==> src/rtl/pipelined_cla_adder.sv <==
// Two-stage pipelined carry-lookahead adder/subtractor with valid/ready flow control.
// Define PIPELINED_CLA_ADDER_FLAGS_EN to add registered ovf/zero result flags.
module pipelined_cla_adder #(
    parameter int WIDTH = 64
) (
    input  logic             clk,
    input  logic             reset,
    input  logic             in_valid,
    output logic             in_ready,
    input  logic [WIDTH-1:0] a,
    input  logic [WIDTH-1:0] b,
    input  logic             c_i,
    input  logic             sub,
    output logic             out_valid,
    input  logic             out_ready,
    output logic [WIDTH-1:0] s,
    output logic             c_o
`ifdef PIPELINED_CLA_ADDER_FLAGS_EN
    ,
    output logic             ovf,
    output logic             zero
`endif
);
    localparam int H = WIDTH / 2;

    // Carries inside each 4-bit group come from prefix generate/propagate and the group carry-in.
    function automatic logic [H:0] cla_add(input logic [H-1:0] x, input logic [H-1:0] y,
                                           input logic cin);
        logic [H-1:0] p;
        logic [H-1:0] g;
        logic [H:0]   c;
        logic         gg;
        logic         gp;
        p    = x | y;
        g    = x & y;
        c    = '0;
        c[0] = cin;
        for (int base = 0; base < H; base += 4) begin
            gg = 1'b0;
            gp = 1'b1;
            for (int k = 0; k < 4; k++) begin
                if (base + k < H) begin
                    gg             = g[base+k] | (p[base+k] & gg);
                    gp             = gp & p[base+k];
                    c[base+k+1]    = gg | (gp & c[base]);
                end
            end
        end
        return {c[H], (p & ~g) ^ c[H-1:0]};
    endfunction

    logic [WIDTH-1:0] b_eff;
    logic             cin_eff;
    logic [H:0]       lo_sum;
    logic [H:0]       hi_sum;
    logic             out_adv;
    logic             in_fire;

    logic             s1_valid_q, s1_valid_d;
    logic [H-1:0]     s1_sum_lo_q, s1_sum_lo_d;
    logic             s1_c_q, s1_c_d;
    logic [H-1:0]     s1_a_hi_q, s1_a_hi_d;
    logic [H-1:0]     s1_b_hi_q, s1_b_hi_d;
    logic             out_valid_q, out_valid_d;
    logic [WIDTH-1:0] s_q, s_d;
    logic             c_o_q, c_o_d;

    assign b_eff   = sub ? ~b : b;
    assign cin_eff = sub ? 1'b1 : c_i;
    assign lo_sum  = cla_add(a[H-1:0], b_eff[H-1:0], cin_eff);
    assign hi_sum  = cla_add(s1_a_hi_q, s1_b_hi_q, s1_c_q);

    assign out_adv  = !out_valid_q || out_ready;
    assign in_ready = !reset && (!s1_valid_q || out_adv);
    assign in_fire  = in_valid && in_ready;

    always_comb begin
        s1_valid_d  = s1_valid_q;
        s1_sum_lo_d = s1_sum_lo_q;
        s1_c_d      = s1_c_q;
        s1_a_hi_d   = s1_a_hi_q;
        s1_b_hi_d   = s1_b_hi_q;
        out_valid_d = out_valid_q;
        s_d         = s_q;
        c_o_d       = c_o_q;
        if (in_fire) begin
            s1_valid_d  = 1'b1;
            s1_sum_lo_d = lo_sum[H-1:0];
            s1_c_d      = lo_sum[H];
            s1_a_hi_d   = a[WIDTH-1:H];
            s1_b_hi_d   = b_eff[WIDTH-1:H];
        end else if (s1_valid_q && out_adv) begin
            s1_valid_d = 1'b0;
        end
        // The output register is refilled whenever it is free or being drained this cycle.
        if (out_adv) begin
            out_valid_d = s1_valid_q;
            if (s1_valid_q) begin
                s_d   = {hi_sum[H-1:0], s1_sum_lo_q};
                c_o_d = hi_sum[H];
            end
        end
    end

    always_ff @(posedge clk) begin
        if (reset) begin
            s1_valid_q  <= 1'b0;
            s1_sum_lo_q <= '0;
            s1_c_q      <= 1'b0;
            s1_a_hi_q   <= '0;
            s1_b_hi_q   <= '0;
            out_valid_q <= 1'b0;
            s_q         <= '0;
            c_o_q       <= 1'b0;
        end else begin
            s1_valid_q  <= s1_valid_d;
            s1_sum_lo_q <= s1_sum_lo_d;
            s1_c_q      <= s1_c_d;
            s1_a_hi_q   <= s1_a_hi_d;
            s1_b_hi_q   <= s1_b_hi_d;
            out_valid_q <= out_valid_d;
            s_q         <= s_d;
            c_o_q       <= c_o_d;
        end
    end

    assign out_valid = out_valid_q;
    assign s         = s_q;
    assign c_o       = c_o_q;

`ifdef PIPELINED_CLA_ADDER_FLAGS_EN
    logic ovf_q, ovf_d;
    logic zero_q, zero_d;

    always_comb begin
        ovf_d  = ovf_q;
        zero_d = zero_q;
        if (out_adv && s1_valid_q) begin
            ovf_d  = (s1_a_hi_q[H-1] == s1_b_hi_q[H-1]) && (hi_sum[H-1] != s1_a_hi_q[H-1]);
            zero_d = ({hi_sum[H-1:0], s1_sum_lo_q} == '0);
        end
    end

    always_ff @(posedge clk) begin
        if (reset) begin
            ovf_q  <= 1'b0;
            zero_q <= 1'b0;
        end else begin
            ovf_q  <= ovf_d;
            zero_q <= zero_d;
        end
    end

    assign ovf  = ovf_q;
    assign zero = zero_q;
`endif

endmodule
==> config.mk <==
export PLATFORM = sky130hd
export DESIGN_NAME = pipelined_cla_adder
export DESIGN_NICKNAME = d
export VERILOG_FILES = /design/src/rtl/pipelined_cla_adder.sv
export SDC_FILE = /design/constraint.sdc
export NUM_CORES = 1
export LEC_CHECK = 0
export BUFFER_PORTS_ARGS = -buffer_cell sky130_fd_sc_hd__buf_4
export CORE_UTILIZATION = 55
export CTS_CLUSTER_SIZE = 20
export DETAILED_ROUTE_END_ITERATION = 10
export PLACE_DENSITY = 0.85
export SLEW_MARGIN = 0
export SYNTH_ARGS = -nofsm -noshare
export SYNTH_HDL_FRONTEND = slang
export SYNTH_SLANG_ARGS = --single-unit
==> constraint.sdc <==
create_clock -name clk -period 4.6 [get_ports clk]
set_clock_uncertainty 0.2 [all_clocks]
set_input_delay 0.69 -clock clk [delete_from_list [all_inputs] [get_ports clk]]
set_output_delay 0.69 -clock clk [all_outputs]
set_load 0.005 [all_outputs]
# Word-level counts from Yosys, hierarchy flattened
# Cells that the tools add are included.
totals:
  ff_bits: 164
  elab_cells: 305
op_classes:
  mux: 4
  bitwise: 283
  reduce_logical: 10
op_table:
  columns: ["cell", "n"]
  rows:
  - ["1-bit bitwise AND", 160]
  - ["32-bit bitwise AND", 4]
  - ["1-bit OR", 112]
  - ["64-bit two-way mux", 1]
  - ["32-bit inverter", 2]
  - ["64-bit inverter", 1]
  - ["32-bit OR", 2]
  - ["32-bit bitwise XOR", 2]
  - ["1-bit logical AND", 3]
  - ["1-bit logical NOT", 3]
  - ["1-bit two-way mux", 3]
  - ["1-bit logical OR", 2]
  - ["2-bit AND reduction", 1]
  - ["2-bit nonzero test", 1]

# Depth between registers and ports, before layout
# Gate-level depths: netlist (run 1).
logic_depth:
  word_depth: 25
  depth_mapped: 16
  mapped_depth_nobuf: 15

# Least setup slack after synthesis (run 1)
# OpenSTA, ideal clock, no wires.
synth_timing:
  kind: "input -> register"
  startpoint: "input port sub"
  endpoint: "register s1_sum_lo_q[25]"
  arrival_time_ps: 4065
  required_ps: 4326
  setup_slack_ps: 261
  path_stages: 16
  path_buffers: 2
  cell_sequence: "clkbuf_1 -> buf_1 -> xor2_1 -> inv_1 -> ha_1 -> nor4_4 -> nand2_1 -> or3_1 -> o22ai_2 -> o21ai_2 -> a211o_2 -> nand2_1 -> a21oi_1 -> fa_1 -> xor2_1 -> o21ai_0"
synth_via:
  elab_chain_cells: 22
  elab_cells_between_ends: 75
  cone_classes: "mux: 2; bitwise: 73"
synth_lines:
  columns: ["item", "line_no", "text"]
  rows:
  - ["from (decl)", "13", "input logic sub,"]
  - ["64-bit two-way mux", "68", "assign b_eff = sub ? ~b : b;"]
  - ["32-bit OR / 32-bit bitwise AND (equally long branches)", "34, 35", null]
  - ["1-bit bitwise AND", "43", "gg = g[base+k] | (p[base+k] & gg);"]
  - ["1-bit OR", "43", null]
  - ["1-bit bitwise AND", "43", null]
  - ["1-bit OR", "43", null]
  - ["1-bit bitwise AND", "43", null]
  - ["1-bit OR", "43", null]
  - ["(+6 left out)", null, null]
  - ["1-bit OR", "45", "c[base+k+1] = gg | (gp & c[base]);"]
  - ["1-bit bitwise AND", "45", null]
  - ["1-bit OR", "45", null]
  - ["1-bit bitwise AND", "45", null]
  - ["1-bit OR", "45", null]
  - ["1-bit bitwise AND", "45", null]
  - ["1-bit OR", "45", null]
  - ["32-bit bitwise XOR *", "49", "return {c[H], (p & ~g) ^ c[H-1:0]};"]
  - ["to (signal assigned)", "117", "s1_sum_lo_q <= s1_sum_lo_d;"]
  - ["to (decl)", "60", "logic [H-1:0] s1_sum_lo_q, s1_sum_lo_d;"]
# Mark *: on every way between the ends. The rest lies on a longest branch, timed or not.
# A chain may end at the register's enable or synchronous reset.

# Worst setup path after layout (run 1)
# Ends and elaborated chain as after synthesis.

==> results_dict.tcl, run 1 <==
set metrics [dict create \
    outcome "finished, final reports clean" \
    start_kind "input port" \
    grt_usage 0.276 \
    p_leak_nw 5.68 \
    cts_hold_buffers 0 \
    grt_pass1_vias 8655 \
    cts.reportedPaths.clkPinSlew_ps 70 \
    syn_area_sq_um 10000 \
    worstSkewPairLatency_ps 440 \
    fin_ws_ps 825 \
    drtIter0Drc 498 \
    r2r_end "s[61]$_SDFFE_PP0P_" \
    drc 0 \
    grt_pass1_wl_mm 40.3 \
    worstPathRequired_ps 4750 \
    p_per_area_nw_per_um2 337 \
    port_buffers 200 \
    die-area_sq_um 18700 \
    worstPathMaxFanout 22 \
    final_hold_viol_count 0 \
    fmax_mhz 265 \
    yosys.area.top_type "dfxtp_1" \
    rsz0062_at_grt "no" \
    slew_headroom 0.276 \
    ys_seq_area_frac 0.328 \
    post-dp-hpwl_mm 17.8 \
    synth_ff_type "dfxtp_1" \
    grt_antenna_before_repair 1 \
    hp-class "input port to register" \
    rows 48 \
    crit_end "s1_sum_lo_q[25]$_SDFFE_PP0P_" \
    yosys_register_bits 164 \
    ir_drop_uv 278 \
    ys_top_cells_by_area "dfxtp_1 33%, ha_1 16%, inv_1 6.4%" \
    drive_above_1_share 0.189 \
    synth_top_cells_by_count "171 x inv_1, 164 x dfxtp_1, 142 x nand2_1, 128 x ha_1, 88 x a21oi_1" \
    cts_tree "done" \
    cp-end-kind "register" \
    min_period_ps 3770 \
    synth_cells 1213 \
    synth_top_area_frac 0.328 \
    htree_levels 4 \
    synth_most_common_cell "inv_1" \
    fin_util 0.703 \
    firstDrtPassIters 5 \
    fp.dieW_microns 137 \
    max_cap_viol_count 0 \
    startpoint "sub" \
    root_buffer "clkbuf_16" \
    viasPerCell 5.40 \
    rr_startpoint "s1_b_hi_q[6]$_SDFFE_PP0P_" \
    overflow 0 \
    start_util 0.571 \
    final_cell_count_no_fill 1618 \
    worstMarginPinSlew_ps 1080 \
    die_h_microns 137 \
    post-place-ws_ps 459 \
    wl_per_cell_microns 15.6 \
    cts.sinks 164 \
    core-area_sq_um 17500 \
    ios 201 \
    yosysWarningCount 0 \
    vias 8732 \
    path_class "input port to register" \
    rr_worst_depth 15 \
    avgSynthCellArea_sq_um 8.25 \
    grt_max_degree 98 \
    slew_viol_final 0 \
    final_nets 1657 \
    timing.final.crit_share 0.821 \
    cts_resized 0 \
    yosysUniqueCellTypes 51 \
    postRouteAntennaNets 0 \
    synthArstFlopShare 0 \
    setup_viol 0 \
    fin_setup_tns_ps 0 \
    synth_edf_count 0 \
    syn-num-nets 1491 \
    place.gp.congestion 0.894 \
    cts_setup_buffers 0 \
    dp.cells 1585 \
    area_growth_pct 23.1 \
    r2r_setup_slack_ps 1000 \
    clk_path_buf_depth 2 \
    crit_arrival_ps 3930 \
    cts_made_buffers 17 \
    routed_wl_mm 25.2 \
]
==> how the worst min path moves through the flow <==
stage          cells past startpoint                          to  slack [ps]                    startpoint
2_1_floorplan                      2           s[0]$_SDFFE_PP0P_         230   s1_sum_lo_q[0]$_SDFFE_PP0P_
3_3_place_gp                       2          s[11]$_SDFFE_PP0P_         240  s1_sum_lo_q[11]$_SDFFE_PP0P_
3_5_place_dp                       2          s[10]$_SDFFE_PP0P_         240  s1_sum_lo_q[10]$_SDFFE_PP0P_
4_1_cts                            3  s1_a_hi_q[27]$_SDFFE_PP0P_         240                         a[59]
5_1_grt                            3  s1_a_hi_q[17]$_SDFFE_PP0P_         240                         a[49]
6_report                           3  s1_a_hi_q[27]$_SDFFE_PP0P_         240                         a[59]
==> cell usage in the layout, fill, tap and decap left out, drive strengths merged, types with 15 or more instances in the layout <==
master,n
buf,210
inv,171
dfxtp,164
nand2,142
ha,128
a21oi,89
nand3,73
o21ai,68
xnor2,60
nor2,43
xor2,43
o31ai,40
clkbuf,19
fa,16
o21bai,15
a211oi,15
==> metal layers <==
layer,share of wire,track usage,wire (microns),up-vias
met1,0.42,0.324,10500,4086
met3,0.058,0.0570,1470,50
met4,0.022,0.104,556,0
li1,-,-,-,4308
met5,0,0,0,-
met2,0.50,0.493,12700,288
==> stage by stage <==
stage | cell area [sq um] | hold slack (ps) | total power [mW]
2_1_floorplan | 10000 | 232 | 2.22
3_3_place_gp | 11600 | 237 | 2.51
3_5_place_dp | 11600 | 245 | 2.54
4_1_cts | 12300 | 239 | 4.17
5_1_grt | 12300 | 243 | 4.35
6_report | 12300 | 243 | 4.16
==> state kept, by name, indices dropped and copies added, names as in the netlist <==
name and count:
s1_sum_lo_q 32, s1_a_hi_q 32, s1_b_hi_q 32, c_o 1
s 64, s1_c_q 1, out_valid 1, s1_valid_q 1
==> power by group <==
| part | internal, mW | switching (mW) | total [mW] |
|---|---|---|---|
| combinational | 0.413 | 0.487 | 0.900 |
| clock | 1.03 | 0.597 | 1.63 |
| sequential | 1.55 | 0.0844 | 1.63 |
| total | 2.99 | 1.17 | 4.16 |
==> kinds of logic (layout without fill, tap and decap cells) <==
family / Yosys count / count (layout) / share of synthesized area
compound gates: 257 / 257 / 0.158
xor+xnor: 103 / 103 / 0.0901
fa+ha+maj: 144 / 144 / 0.192
buf+inv: 234 / 413 / 0.0878
flops: 164 / 164 / 0.328
other cells: 0 / 1 / 0
simple gates: 311 / 311 / 0.144
==> final cells by class <==
type	instances	area (sq um)
well taps	225	282
fillers	1372	5210
repair buffers	210	1580
clock inverters	13	230
multi-input cells	815	5870
clock buffers	19	443
flip-flops and latches	164	3280
diodes	1	2.50
inverters	171	642
==> worst max-delay path: stages <==
cell and delay [ps]:
buf_4 270, buf_4 400, xor2_1 240, inv_1 100, ha_1 200, or4_1 500
nor2_1 130, o21ai_2 100, a211o_2 360, nand2_1 110, a21oi_1 110, fa_1 410
xor2_1 150, o21ai_0 150
No activity file was read; power rests on OpenSTA's default activity.
==> run 2: changes to the inputs <==
CORE_UTILIZATION = 51   (was 55)
PLACE_DENSITY = 0.83   (was 0.85)
clock period = 3.1 ns   (was 4.6 ns; I/O delays follow)
==> results_dict.tcl, run 2 (synthesis gave the netlist of run 1 again) <==
set metrics [dict create \
    outcome "finished, violations left" \
    violations "setup timing" \
    cts_made_buffers 17 \
    final_hold_viol_count 0 \
    start_kind "input port" \
    grt_pass1_wl_mm 42.8 \
    die-area_sq_um 20200 \
    drive_above_1_share 0.283 \
    clk_path_buf_depth 2 \
    root_buffer "clkbuf_16" \
    p_clk_frac 0.348 \
    rows 50 \
    setup_viol 1 \
    grt_max_degree 67 \
    vias 9440 \
    hp-class "input port to register" \
    r2r_setup_slack_ps 40 \
    final_cell_count_no_fill 1739 \
    fmax_mhz 317 \
    core-area_sq_um 19000 \
    rr_worst_depth 14 \
    slew_viol_final 0 \
    worstPathRequired_ps 3190 \
    postRouteAntennaNets 0 \
    p_per_area_nw_per_um2 462 \
    grt_pass1_vias 9301 \
    mostFrequentLayoutCells "294 x buf_4, 168 x inv_1, 158 x dfxtp_1, 140 x nand2_1, 111 x ha_1" \
    drtIter0Drc 620 \
    rsz0062_at_grt "yes" \
    sw_frac_of_total 0.296 \
    drc 0 \
    start_util 0.528 \
    worstMarginPinSlew_ps 840 \
    timing.final.crit_share 1.02 \
    routed_wl_mm 29.2 \
    path_class "input port to register" \
    ir_drop_uv 359 \
    largest_register_ffs 64 \
    wl_per_cell_microns 16.8 \
    fp.dieW_microns 142 \
    cts.sinks 164 \
    holdPathEnd "s1_a_hi_q[0]$_SDFFE_PP0P_" \
    grt_antenna_before_repair 1 \
    top_usage_layer "met2" \
    worstPathMaxFanout 8 \
    dp.cells 1702 \
    p_total_mw 6.24 \
    min_path_cells 3 \
    fin_ws_ps -56.9 \
    final_nets 1747 \
    post-dp-hpwl_mm 19.6 \
    crit_arrival_ps 3240 \
    port_buffers 200 \
    grt_usage 0.268 \
    diodes 0 \
    htree_levels 4 \
    place.gp.congestion 0.879 \
    slew_headroom 0.439 \
    min_period_ps 3160 \
    r2r_end "s[52]$_SDFFE_PP0P_" \
    combPwrFrac 0.263 \
    ios 201 \
    use_met2 0.483 \
    p_int_mw 4.39 \
    overflow 0 \
    max_cap_viol_count 0 \
    use_met3 0.0488 \
    cp-end-kind "register" \
    seq_power_share 0.389 \
    fin_setup_tns_ps -56.9 \
    final_common_cell "buf_4" \
    firstDrtPassIters 7 \
    min_from "a[32]" \
    area_growth_pct 34.8 \
    cts_tree "done" \
    die_h_microns 142 \
    switchingPower_mw 1.85 \
    met1_usage 0.306 \
    rr_startpoint "s1_b_hi_q[6]$_SDFFE_PP0P_" \
    viasPerCell 5.43 \
    worstSkewPairLatency_ps 430 \
    cts.reportedPaths.clkPinSlew_ps 60 \
    p_leak_nw 6.19 \
]
run 2: through the flow:
step / hold slack [ps] / cell area [sq um] / setup slack [ps] / util
3_5_place_dp: 245 / 12400 / -572 / 0.652
5_1_grt: 20.3 / 13500 / -98.0 / 0.712
6_report: 23.7 / 13500 / -56.9 / 0.712
3_3_place_gp: 237 / 12400 / -509 / 0.652
2_1_floorplan: 232 / 10100 / -345 / -
4_1_cts: 16.1 / 13000 / 20.7 / 0.688
run 2: worst max-delay path by stage:
| stage | to | slack (ps) | from |
|---|---|---|---|
| 2_1_floorplan | s1_sum_lo_q[24]$_SDFFE_PP0P_ | -340 | sub |
| 3_3_place_gp | s1_sum_lo_q[24]$_SDFFE_PP0P_ | -510 | sub |
| 3_5_place_dp | s1_sum_lo_q[24]$_SDFFE_PP0P_ | -570 | sub |
| 4_1_cts | s[61]$_SDFFE_PP0P_ | 20 | s1_a_hi_q[6]$_SDFFE_PP0P_ |
| 5_1_grt | s1_sum_lo_q[24]$_SDFFE_PP0P_ | -100 | sub |
| 6_report | s1_sum_lo_q[24]$_SDFFE_PP0P_ | -60 | sub |
run 2: what timing repair did:
action,in CTS,in global routing
setup buffers,2,5
cloned,0,1
hold endpoints to repair,0,0
resized for setup,16,73
hold buffers,0,0
setup endpoints to repair,11,23
pin swaps,2,17
run 2: final cells by class:
cell class,count,area (sq um)
well taps,260,325
flip-flops and latches,164,3290
fillers,1377,5470
multi-input cells,815,6310
inverters,171,642
clock inverters,8,126
repair buffers,300,2330
clock buffers,21,460
run 2: per-layer routing:
| layer | vias to the layer above | wire (microns) |
|---|---|---|
| met3 | 88 | 1890 |
| li1 | 4471 | - |
| met4 | 2 | 1050 |
| met2 | 389 | 14800 |
| met5 | - | 14 |
| met1 | 4490 | 11500 |
run 2: power groups by stage:
stage	Combinational (mW)	Clock [mW]	Sequential [mW]
after floorplan	0.884	0	2.43
after global placement	1.41	0	2.45
after detailed placement	1.47	0	2.46
after CTS	1.50	2.18	2.42
after global routing	1.79	2.27	2.44
final	1.64	2.17	2.43
run 2: critical path, stage by stage:
cell and delay [ps]:
clkbuf_16 150, buf_4 150, xor2_2 190, inv_1 60, ha_2 190, nor4_4 200, nand2_1 140, or3_4 360
o22ai_4 170, o21ai_4 100, a211o_2 310, nand2_2 90, a21oi_2 60, fa_2 530, a211oi_2 60
